### config.mk
export PLATFORM = sky130hd
export DESIGN_NAME = mem_arbiter
export DESIGN_NICKNAME = d
export VERILOG_FILES = /design/src/rtl/core_pkg.sv /design/src/rtl/arb_prio_starve.sv /design/src/rtl/mem_arbiter.sv
export SDC_FILE = /design/constraint.sdc
export NUM_CORES = 1
export LEC_CHECK = 0
export CAP_MARGIN = 20
export CELL_PAD_IN_SITES_DETAIL_PLACEMENT = 1
export CELL_PAD_IN_SITES_GLOBAL_PLACEMENT = 1
export CORE_MARGIN = 2
export CORE_UTILIZATION = 11
export CTS_CLUSTER_SIZE = 25
export DETAILED_ROUTE_END_ITERATION = 12
export GPL_ROUTABILITY_DRIVEN = 0
export HOLD_SLACK_MARGIN = 0.08
export PLACE_DENSITY = 0.9
export SLEW_MARGIN = 20
export SYNTH_ARGS = -nofsm -noshare
export SYNTH_HDL_FRONTEND = slang
export SYNTH_HIERARCHICAL = 1
export SYNTH_SLANG_ARGS = --single-unit
### constraint.sdc
create_clock -name clk_i -period 5.44 [get_ports clk_i]
set_input_delay 1.088 -clock clk_i [delete_from_list [all_inputs] [get_ports clk_i]]
set_output_delay 1.088 -clock clk_i [all_outputs]
set_load 0.01 [all_outputs]
### src/rtl/core_pkg.sv
// Shared types and constants for the core memory subsystem.
package core_pkg;

    localparam int unsigned XLEN         = 32;
    localparam int unsigned BE_W         = XLEN / 8;
    // Wide enough for the largest supported starvation limit (15).
    localparam int unsigned STARVE_CNT_W = 4;

    // Owner of the read response expected in the next cycle.
    typedef enum logic [1:0] {
        RSP_NONE = 2'd0,
        RSP_IF   = 2'd1,
        RSP_DLD  = 2'd2,
        RSP_DST  = 2'd3
    } resp_state_e;

endpackage

### src/rtl/arb_prio_starve.sv
// Two-requester priority select: data wins by default, fetch is forced through
// once data has been granted STARVE_MAX times in a row while fetch waited.
module arb_prio_starve
    import core_pkg::*;
#(
    parameter int unsigned STARVE_MAX = 4
) (
    input  logic clk_i,
    input  logic rst_ni,
    input  logic if_req_i,
    input  logic dm_req_i,
    output logic if_gnt_o,
    output logic dm_gnt_o
);

    localparam logic [STARVE_CNT_W-1:0] StarveLimit = STARVE_CNT_W'(STARVE_MAX);

    logic [STARVE_CNT_W-1:0] starve_cnt_d, starve_cnt_q;
    logic                    force_if;

    // Grant select; grants are held off while reset is asserted.
    always_comb begin
        force_if = if_req_i && (starve_cnt_q == StarveLimit);
        if_gnt_o = rst_ni && if_req_i && (!dm_req_i || force_if);
        dm_gnt_o = rst_ni && dm_req_i && !force_if;
    end

    // Saturating count of data grants taken while fetch was waiting.
    always_comb begin
        starve_cnt_d = starve_cnt_q;
        if (!if_req_i || if_gnt_o) begin
            starve_cnt_d = '0;
        end else if (dm_gnt_o && (starve_cnt_q != StarveLimit)) begin
            starve_cnt_d = starve_cnt_q + 1'b1;
        end
    end

    // Counter register with synchronous reset.
    always_ff @(posedge clk_i) begin
        if (!rst_ni) begin
            starve_cnt_q <= '0;
        end else begin
            starve_cnt_q <= starve_cnt_d;
        end
    end

endmodule

### src/rtl/mem_arbiter.sv
// Shares one single-port memory between instruction fetch and load/store,
// one access per cycle, routing the 1-cycle read response back to its owner.
module mem_arbiter
    import core_pkg::*;
#(
    parameter int unsigned AW         = 32,
    parameter int unsigned DW         = XLEN,
    parameter int unsigned STARVE_MAX = 4
) (
    input  logic            clk_i,
    input  logic            rst_ni,
    input  logic            if_req_i,
    input  logic [AW-1:0]   if_addr_i,
    output logic            if_gnt_o,
    output logic            if_rvalid_o,
    output logic [DW-1:0]   if_rdata_o,
    input  logic            dm_req_i,
    input  logic            dm_we_i,
    input  logic [DW/8-1:0] dm_be_i,
    input  logic [AW-1:0]   dm_addr_i,
    input  logic [DW-1:0]   dm_wdata_i,
    output logic            dm_gnt_o,
    output logic            dm_rvalid_o,
    output logic [DW-1:0]   dm_rdata_o,
    output logic            mem_en_o,
    output logic            mem_we_o,
    output logic [DW/8-1:0] mem_be_o,
    output logic [AW-1:0]   mem_addr_o,
    output logic [DW-1:0]   mem_wdata_o,
    input  logic [DW-1:0]   mem_rdata_i
);

    resp_state_e resp_state_d, resp_state_q;

    arb_prio_starve #(
        .STARVE_MAX (STARVE_MAX)
    ) u_arb (
        .clk_i    (clk_i),
        .rst_ni   (rst_ni),
        .if_req_i (if_req_i),
        .dm_req_i (dm_req_i),
        .if_gnt_o (if_gnt_o),
        .dm_gnt_o (dm_gnt_o)
    );

    // Memory port mux; grants are already gated by reset so mem_en_o is too.
    always_comb begin
        mem_en_o    = if_gnt_o | dm_gnt_o;
        mem_we_o    = 1'b0;
        mem_be_o    = '0;
        mem_addr_o  = '0;
        mem_wdata_o = '0;
        if (if_gnt_o) begin
            mem_be_o   = '1;
            mem_addr_o = if_addr_i;
        end else if (dm_gnt_o) begin
            mem_we_o    = dm_we_i;
            mem_be_o    = dm_be_i;
            mem_addr_o  = dm_addr_i;
            mem_wdata_o = dm_wdata_i;
        end
    end

    // Next response owner, derived fresh from this cycle's grant.
    always_comb begin
        resp_state_d = RSP_NONE;
        if (if_gnt_o) begin
            resp_state_d = RSP_IF;
        end else if (dm_gnt_o) begin
            resp_state_d = dm_we_i ? RSP_DST : RSP_DLD;
        end
    end

    // Response state register; reset drops any in-flight response.
    always_ff @(posedge clk_i) begin
        if (!rst_ni) begin
            resp_state_q <= RSP_NONE;
        end else begin
            resp_state_q <= resp_state_d;
        end
    end

    // Response routing; non-owners see zero data.
    always_comb begin
        if_rvalid_o = 1'b0;
        if_rdata_o  = '0;
        dm_rvalid_o = 1'b0;
        dm_rdata_o  = '0;
        unique case (resp_state_q)
            RSP_IF: begin
                if_rvalid_o = 1'b1;
                if_rdata_o  = mem_rdata_i;
            end
            RSP_DLD: begin
                dm_rvalid_o = 1'b1;
                dm_rdata_o  = mem_rdata_i;
            end
            RSP_DST: begin
                dm_rvalid_o = 1'b1;
            end
            default: ;
        endcase
    end

endmodule

==> results_dict.tcl, run 1 <==
set metrics [dict create \
    status "finished, final reports clean" \
    core-area_sq_mm 0.0119 \
    slowest_stage "clkdlybuf4s50_1" \
    timing.final.crit_share 0.854 \
    clockBufferDepth 2 \
    synth_cell_types 23 \
    clkLatencyLatePin_ps 230 \
    grt_pass1_vias 2468 \
    drtIter0Drc 90 \
    use_met3 0.0351 \
    cp_num_buf_inv 3 \
    postCtsSetupRepairBufs 0 \
    worstSetupStartpointType "input pin" \
    syn_inst 182 \
    cpMostUsedCell "clkdlybuf4s50_1" \
    crit_arrival_ps 3560 \
    vias_per_cell 3.95 \
    crit_path_max_incr_delay_ps 590 \
    path_class "in -> out" \
    post_cts_resize_count 0 \
    critPathTopFamily "buffers and inverters" \
    place_area_sq_mm 0.00418 \
    initial_core_util 0.111 \
    track_usage 0.133 \
    boundaryPins 275 \
    clk_pin_slew_worst_paths_ps 30 \
    netlist_area_sq_mm 0.00133 \
    path_cells "clkdlybuf4s50_1 > o211a_1 > and2b_2 > buf_4 > a22o_1 > clkdlybuf4s50_1" \
    fin_setup_tns_ps 0 \
    cts.sinks 6 \
    synth-seq-area-share 0.0906 \
    yosys.area_share.simple 0.531 \
    final.min_clock_period_ps 4650 \
    required_ps 4350 \
    worst_slew_pin_slew_ps 439 \
    drc_errors 0 \
    pre_cts_slack_ps 756 \
    antenna_found_initial 0 \
    grt_first_pass_wirelength_um 13500 \
    synthesis.nets 321 \
    synth_largest_area_cell "and2_1" \
    routed_wl_um 9640 \
    maxCapViolCount 0 \
    grt_max_degree 49 \
    yosys_warnings 6 \
    powerDensity_mw_per_mm2 100 \
    maxSlewHeadroom 0.707 \
    postLayoutSetupSlackWorst_ps 793 \
    stdcell_area_sq_mm 0.00426 \
    synth_area_leaders "and2_1, a22o_1, dfxtp_1" \
    grt-ovfl-total 0 \
    cellLeakagePower_nw 1.64 \
    synthMuxAreaShare 0 \
    vdd_ir_drop_max_uv 65.8 \
    synth_compound_area_frac 0.249 \
    cts_buffers 3 \
    finalNetCount 586 \
    postSynthAreaPerCell_sq_um 7.29 \
    rsz0062_at_grt "no" \
    top_usage_layer "met2" \
    dp_hpwl_um 8700 \
    synth_top_family_by_area "simple AND/OR/NAND/NOR gates" \
    drt_pass1_iterations 4 \
    synth_top_area_frac 0.462 \
    drive_gt1_frac 0.0270 \
    met1_usage 0.127 \
    vias 2340 \
    yosys.area_share.adder 0.0189 \
    met2_usage 0.282 \
    finalSetupViolations 0 \
    dieHeight_um 114 \
    antenna_cells 0 \
    min_path_type "reg -> reg" \
    dieArea_sq_mm 0.0130 \
    maxSlewViolCount 0 \
    syn_to_final_growth_pct 221 \
    finalHoldViolCount 0 \
    ctsHoldBuffers 0 \
    skew_ps 2.50 \
    row_count 40 \
    path_max_fanout 48 \
    ctsHtreeMaxLevel 1 \
    fp.dieW_um 114 \
    end_kind "output port" \
    synth_seq_cells 6 \
    ant_nets 0 \
    cts_tree "built" \
    place.port_buffers 274 \
    fmax_ghz 0.215 \
    synthXorXnorAreaFrac 0.0132 \
    cts_root_buf "clkbuf_16" \
    wl_per_cell_um 16.3 \
]
## layer usage
layer	up-vias	share of wire
met5	-	0
met4	0	0.0078
met3	8	0.11
met2	169	0.55
met1	1033	0.33
li1	1130	-
## placed cells by master, fill, tap and decap left out, types with 2 or more instances in the layout
cell and instances:
a21o_1 4, a22o_1 32, and2_1 98, buf_4 4, clkbuf_16 3, clkdlybuf4s50_1 274, dfxtp_1 6, ha_1 2
inv_1 4, nor2_1 3, nor2b_1 3
## stage by stage
step | cells | util | total power [mW] | hold WS (ps)
6_report | 592 | 0.357 | 0.427 | 512
5_1_grt | 592 | 0.357 | 0.448 | 545
4_1_cts | 592 | 0.357 | 0.433 | 526
3_5_place_dp | 589 | 0.351 | 0.313 | 495
3_3_place_gp | 589 | 0.351 | 0.307 | 438
2_1_floorplan | 182 | - | 0.121 | 430
## where the power goes
group,internal (mW),total (mW),switching [mW]
combinational,0.176,0.263,0.0863
sequential,0.0453,0.0462,0.000821
clock,0.0942,0.118,0.0237
## worst reg2reg max path, cell delays in order (launching register included)
cell      delay, ps
dfxtp_1         330
inv_1            80
ha_1            190
nand3b_4        110
o211a_1         320
and2b_2         330
and2_1          180
## final cells by class
cell class                 instances  area, sq um
tap                              147          184
fill                            1403         7650
timing repair buffer             278         2770
clock buffer                       3         75.1
inverter                           4         15.0
multi-input combinational        154         1090
sequential                         6          120
## flip-flops by register name, summed over array words and instances, names as in the netlist
signal / cells
u_arb/starve_cnt_q: 4
resp_state_q: 2
## synth_stat cells
| library cell | instances |
|---|---|
| a21o_1 | 4 |
| a21oi_1 | 2 |
| a22o_1 | 32 |
| and2_1 | 98 |
| and2b_1 | 1 |
| buf_1 | 2 |
| buf_2 | 7 |
| buf_6 | 5 |
| clkbuf_1 | 4 |
| dfxtp_1 | 6 |
| ha_1 | 2 |
| inv_1 | 4 |
| nand2_1 | 1 |
| nand3_1 | 1 |
| nand3b_4 | 1 |
| nand4_2 | 1 |
| nor2_1 | 3 |
| nor2_2 | 1 |
| nor2b_1 | 3 |
| o211a_1 | 1 |
| or2_1 | 1 |
| xnor2_1 | 1 |
| xor2_1 | 1 |
## final timing paths
kind,from,to,slack (ps),cells after the start
max reg2reg,u_arb/starve_cnt_q[0],resp_state_q[1],3790,6
min reg2reg,u_arb/starve_cnt_q[0],u_arb/starve_cnt_q[0],510,1
max,dm_req_i,mem_addr_o[25],790,6
min,u_arb/starve_cnt_q[0],u_arb/starve_cnt_q[0],510,1
## kinds of logic after synthesis
logic type,count (synthesis)
AOI/OAI and AO/OA,39
xor gates and xnor gates,2
adders and majority gates,2
buffers and inverters,22
DFF,6
and+or+nand+nor,111
No activity file was read; power rests on OpenSTA's default activity.
==> inputs of run 2 (changes only) <==
--- a/config.mk
+++ b/config.mk
@@ -13,8 +13,8 @@
 export CTS_CLUSTER_SIZE = 25
 export DETAILED_ROUTE_END_ITERATION = 12
 export GPL_ROUTABILITY_DRIVEN = 0
-export HOLD_SLACK_MARGIN = 0.08
-export PLACE_DENSITY = 0.9
+export HOLD_SLACK_MARGIN = 0.05
+export PLACE_DENSITY_LB_ADDON = 0.1
 export SLEW_MARGIN = 20
 export SYNTH_ARGS = -nofsm -noshare
 export SYNTH_HDL_FRONTEND = slang
==> results_dict.tcl, run 2 (synthesis gave the netlist of run 1 again) <==
set metrics [dict create \
    critPathCapture "mem_addr_o[29]" \
    row_count 40 \
    cellLeakagePower_nw 1.64 \
    place_area_sq_mm 0.00419 \
    rrSetupSlack_ps 3640 \
    antenna_found_initial 0 \
    postLayoutSetupSlackWorst_ps 865 \
    met1_usage 0.138 \
    maxCapViolCount 0 \
    switching_power_uw 108 \
    initial_core_util 0.111 \
    cts_root_buf "clkbuf_16" \
    clk_pin_slew_worst_paths_ps 30 \
    p_total_uw 425 \
    ant_nets 0 \
    boundaryPins 275 \
    path_class "in -> out" \
    postCtsSetupRepairBufs 0 \
    maxSlewHeadroom 0.674 \
    timing.final.crit_share 0.841 \
    finalNetCount 586 \
    path_cells "clkdlybuf4s50_1 > o211a_1 > and2b_2 > buf_12 > a22o_1 > clkdlybuf4s50_1" \
    dieHeight_um 114 \
    seq_power_share 0.108 \
    r2r_end "resp_state_q[1]" \
    stdcell_area_sq_mm 0.00427 \
    r2r_cells 6 \
    post_cts_resize_count 0 \
    clkLatencyLatePin_ps 230 \
    drive_gt1_frac 0.0270 \
    skew_ps 3.43 \
    powerDensity_mw_per_mm2 99.5 \
    top_regs "u_arb/starve_cnt_q: 4 flops, resp_state_q: 2 flops" \
    antenna_cells 0 \
    rsz0062_at_grt "no" \
    fin_cells 592 \
    dp_hpwl_um 8100 \
    path_depth 6 \
    grt-ovfl-total 0 \
    cpMostUsedCell "clkdlybuf4s50_1" \
    routed_wl_um 9510 \
    layout_common_cells "clkdlybuf4s50_1, and2_1, a22o_1, dfxtp_1" \
    power_frac_comb 0.614 \
    maxSlewViolCount 0 \
    worstSetupStartpointType "input pin" \
    internal_power_uw 317 \
    required_ps 4350 \
    min_path_type "reg -> reg" \
    dieArea_sq_mm 0.0130 \
    grt_max_degree 40 \
    finalSetupViolations 0 \
    critPathLaunch "dm_req_i" \
    syn_to_final_growth_pct 222 \
    switching_share 0.255 \
    crit_path_max_incr_delay_ps 580 \
    top_register "u_arb/starve_cnt_q" \
    ctsHoldBuffers 0 \
    track_usage 0.132 \
    grt_first_pass_wirelength_um 13400 \
    path_max_fanout 34 \
    wl_per_cell_um 16.1 \
    fill_cells 1421 \
    top_usage_layer "met2" \
    cts_buffers 3 \
    use_met3 0.0569 \
    slowest_stage "clkdlybuf4s50_1" \
    reg2reg_from "u_arb/starve_cnt_q[0]" \
    cts_tree "built" \
    worst_slew_pin_slew_ps 488 \
    cp_num_buf_inv 3 \
    finalHoldViolCount 0 \
    critPathTopFamily "buffers and inverters" \
    met2_usage 0.253 \
    drc_errors 0 \
    place.port_buffers 274 \
    core-area_sq_mm 0.0119 \
    clockBufferDepth 2 \
    largest_reg_flops 4 \
    fmax_ghz 0.219 \
    end_kind "output port" \
    hold_ws_ps 474 \
    drtIter0Drc 72 \
    vias 2321 \
    clkPwrFrac 0.277 \
    fp.dieW_um 114 \
    drt_pass1_iterations 3 \
    status "finished, final reports clean" \
    pre_cts_slack_ps 812 \
    crit_arrival_ps 3490 \
    vdd_ir_drop_max_uv 67.4 \
    utilization 0.358 \
    final.min_clock_period_ps 4580 \
    grt_pass1_vias 2386 \
    final_common_cell "clkdlybuf4s50_1" \
    ctsHtreeMaxLevel 1 \
    dp.cells 589 \
    fin_setup_tns_ps 0 \
    cts.sinks 6 \
    vias_per_cell 3.92 \
]
run 2: final cells by class:
cell class	count	area, sq um	share of cell area
clock buffers	3	75.1	0.0176
flip-flops and latches	6	120	0.0281
multi-input cells	154	1090	0.255
repair buffers	278	2790	0.652
inverters	4	15.0	0.00352
well taps	147	184	0.0431
run 2: metal layers:
metal,up-vias,share of wire
met4,0,0
met5,-,0
met3,0,0.13
met2,168,0.51
met1,1022,0.35
li1,1131,-
run 2: power by group through the flow:
stage	clock network (mW)	logic, mW	registers (mW)
final	0.118	0.261	0.0461
after global routing	0.123	0.280	0.0462
after CTS	0.120	0.265	0.0461
after detailed placement	0	0.264	0.0467
after global placement	0	0.263	0.0467
after floorplan	0	0.0743	0.0465
run 2: worst min path at each step:
stage                            endpoint  slack [ps]                  start  cells past startpoint
floorplan           u_arb/starve_cnt_q[0]         430  u_arb/starve_cnt_q[0]                      1
global placement    u_arb/starve_cnt_q[0]         450  u_arb/starve_cnt_q[0]                      1
detailed placement  u_arb/starve_cnt_q[0]         460  u_arb/starve_cnt_q[0]                      1
CTS                 u_arb/starve_cnt_q[0]         480  u_arb/starve_cnt_q[0]                      1
global route        u_arb/starve_cnt_q[0]         510  u_arb/starve_cnt_q[0]                      1
finish              u_arb/starve_cnt_q[0]         470  u_arb/starve_cnt_q[0]                      1
==> RTL change, RTL diff (flow settings as in run 2) <==
`XLEN`: 32 -> 16.
--- a/src/rtl/core_pkg.sv
+++ b/src/rtl/core_pkg.sv
@@ -1,7 +1,7 @@
 // Shared types and constants for the core memory subsystem.
 package core_pkg;
 
-    localparam int unsigned XLEN         = 32;
+    localparam int unsigned XLEN         = 16;
     localparam int unsigned BE_W         = XLEN / 8;
     // Wide enough for the largest supported starvation limit (15).
     localparam int unsigned STARVE_CNT_W = 4;
Ports: changed (7 resized); port bits go from 275 to 191. No check against the original RTL was run, so the function may have changed too.
==> RTL change against run 2 <==
Maximum frequency is 1.9% higher; via count down 27%; area after synthesis shrank 18%; non-clock buffer count is 86 lower; power is 29% lower; clock skew fell by 2.8 ps; setup slack improved by 86 ps; final area shrank 27%; hold slack lost 3.2 ps; sequential cell count unchanged; wire length is 31% lower; sequential share of layout area rose by 1.1 points; critical path type unchanged; critical endpoint is now mem_addr_o[22]; largest cell class unchanged; highest routed layer is now met4.
==> RTL change: results <==
group,metric,value,unit
status,status,"complete, no violations",
routing,met2_length,3.26,mm
setup_path,reg2regPathDepth,7,
routing,firstDrtPassIters,4,
synth,synth_xor_area_share,1.60,%
synth,synth_fp_nets,231,
sta,hold_ws,471,ps
routing,wire_per_inst,14.9,um
synth,synth.avg_cell_area,8.68,sq um
global_routing,grt_pass1_vias,1772,
synth,synth_compound_area_share,32.5,%
synth,synth-seq-area-share,11.0,%
final_layout,final_nets,416,
synth,yosys-top-cells-count,"and2_1 (34), a22o_2 (30), and2_2 (16), buf_6 (8), dfxtp_1 (6)",
sta,skew,0.637,ps
routing,met1Wirelength,2.32,mm
setup_path,cp_max_fo,38,
global_routing,grt_max_degree,39,
final_layout,layout.cells.non_filler,442,
power_and_ir_drop,ir_drop,0.0501,mV
place,hpwl,5.65,mm
power_and_ir_drop,seqPwrFrac,15.2,%
global_routing,grt.total_usage,11.3,%
routing,viasPerCell,3.83,
global_routing,use_met3,5.60,%
setup_path,worstPathArrival,3400,ps
synth,synth-adder-area-share,2.29,%
clock_network,cts_resized,0,
clock_network,cts_root_buf,"clkbuf_8",
global_routing,use_met1,11.1,%
synth,yosysUniqueCellTypes,25,
power_and_ir_drop,power.leakage,1.18,nW
routing,wl_met3,919,um
synth,netlist_top_cells_area,"a22o_2 (27%), and2_1 (19%), dfxtp_1 (11%)",
power_and_ir_drop,p_clk,0.0000647,W
setup_path,cpPeakStageDelay,560,ps
power_and_ir_drop,p_sw,0.0000784,W
sta,worst_pin_slew,409,ps
setup_path,r2r_slack,3860,ps
global_routing,grtUsageMet2,21.2,%
place,place_area,3060,sq um
place,port_buffers,190,
routing,drt_iter0_markers,28,
RTL change: worst max-delay path by stage:
stage | startpoint | end | slack [ps] | depth (start not counted)
floorplan | if_req_i | mem_addr_o[0] | 2350 | 6
global placement | dm_req_i | mem_addr_o[2] | 930 | 6
detailed placement | dm_req_i | mem_addr_o[2] | 890 | 6
CTS | dm_req_i | mem_addr_o[2] | 870 | 6
global route | dm_req_i | mem_addr_o[8] | 740 | 6
finish | dm_req_i | mem_addr_o[22] | 950 | 6
RTL change: layout make-up:
class                   count  area (sq um)
repair buffers            192          1920
clock buffers               3          41.3
fillers                  1154          6630
well taps                 133           166
inverters                   4          15.0
multi-input cells         104           837
flip-flops and latches      6           120
RTL change: worst reg2reg max path, cell delays in order (launching register included):
cell,delay [ps]
dfxtp_1,330
inv_1,60
ha_1,190
nand3b_4,110
a21oi_2,210
buf_4,400
a21oi_1,80
nor2b_1,120
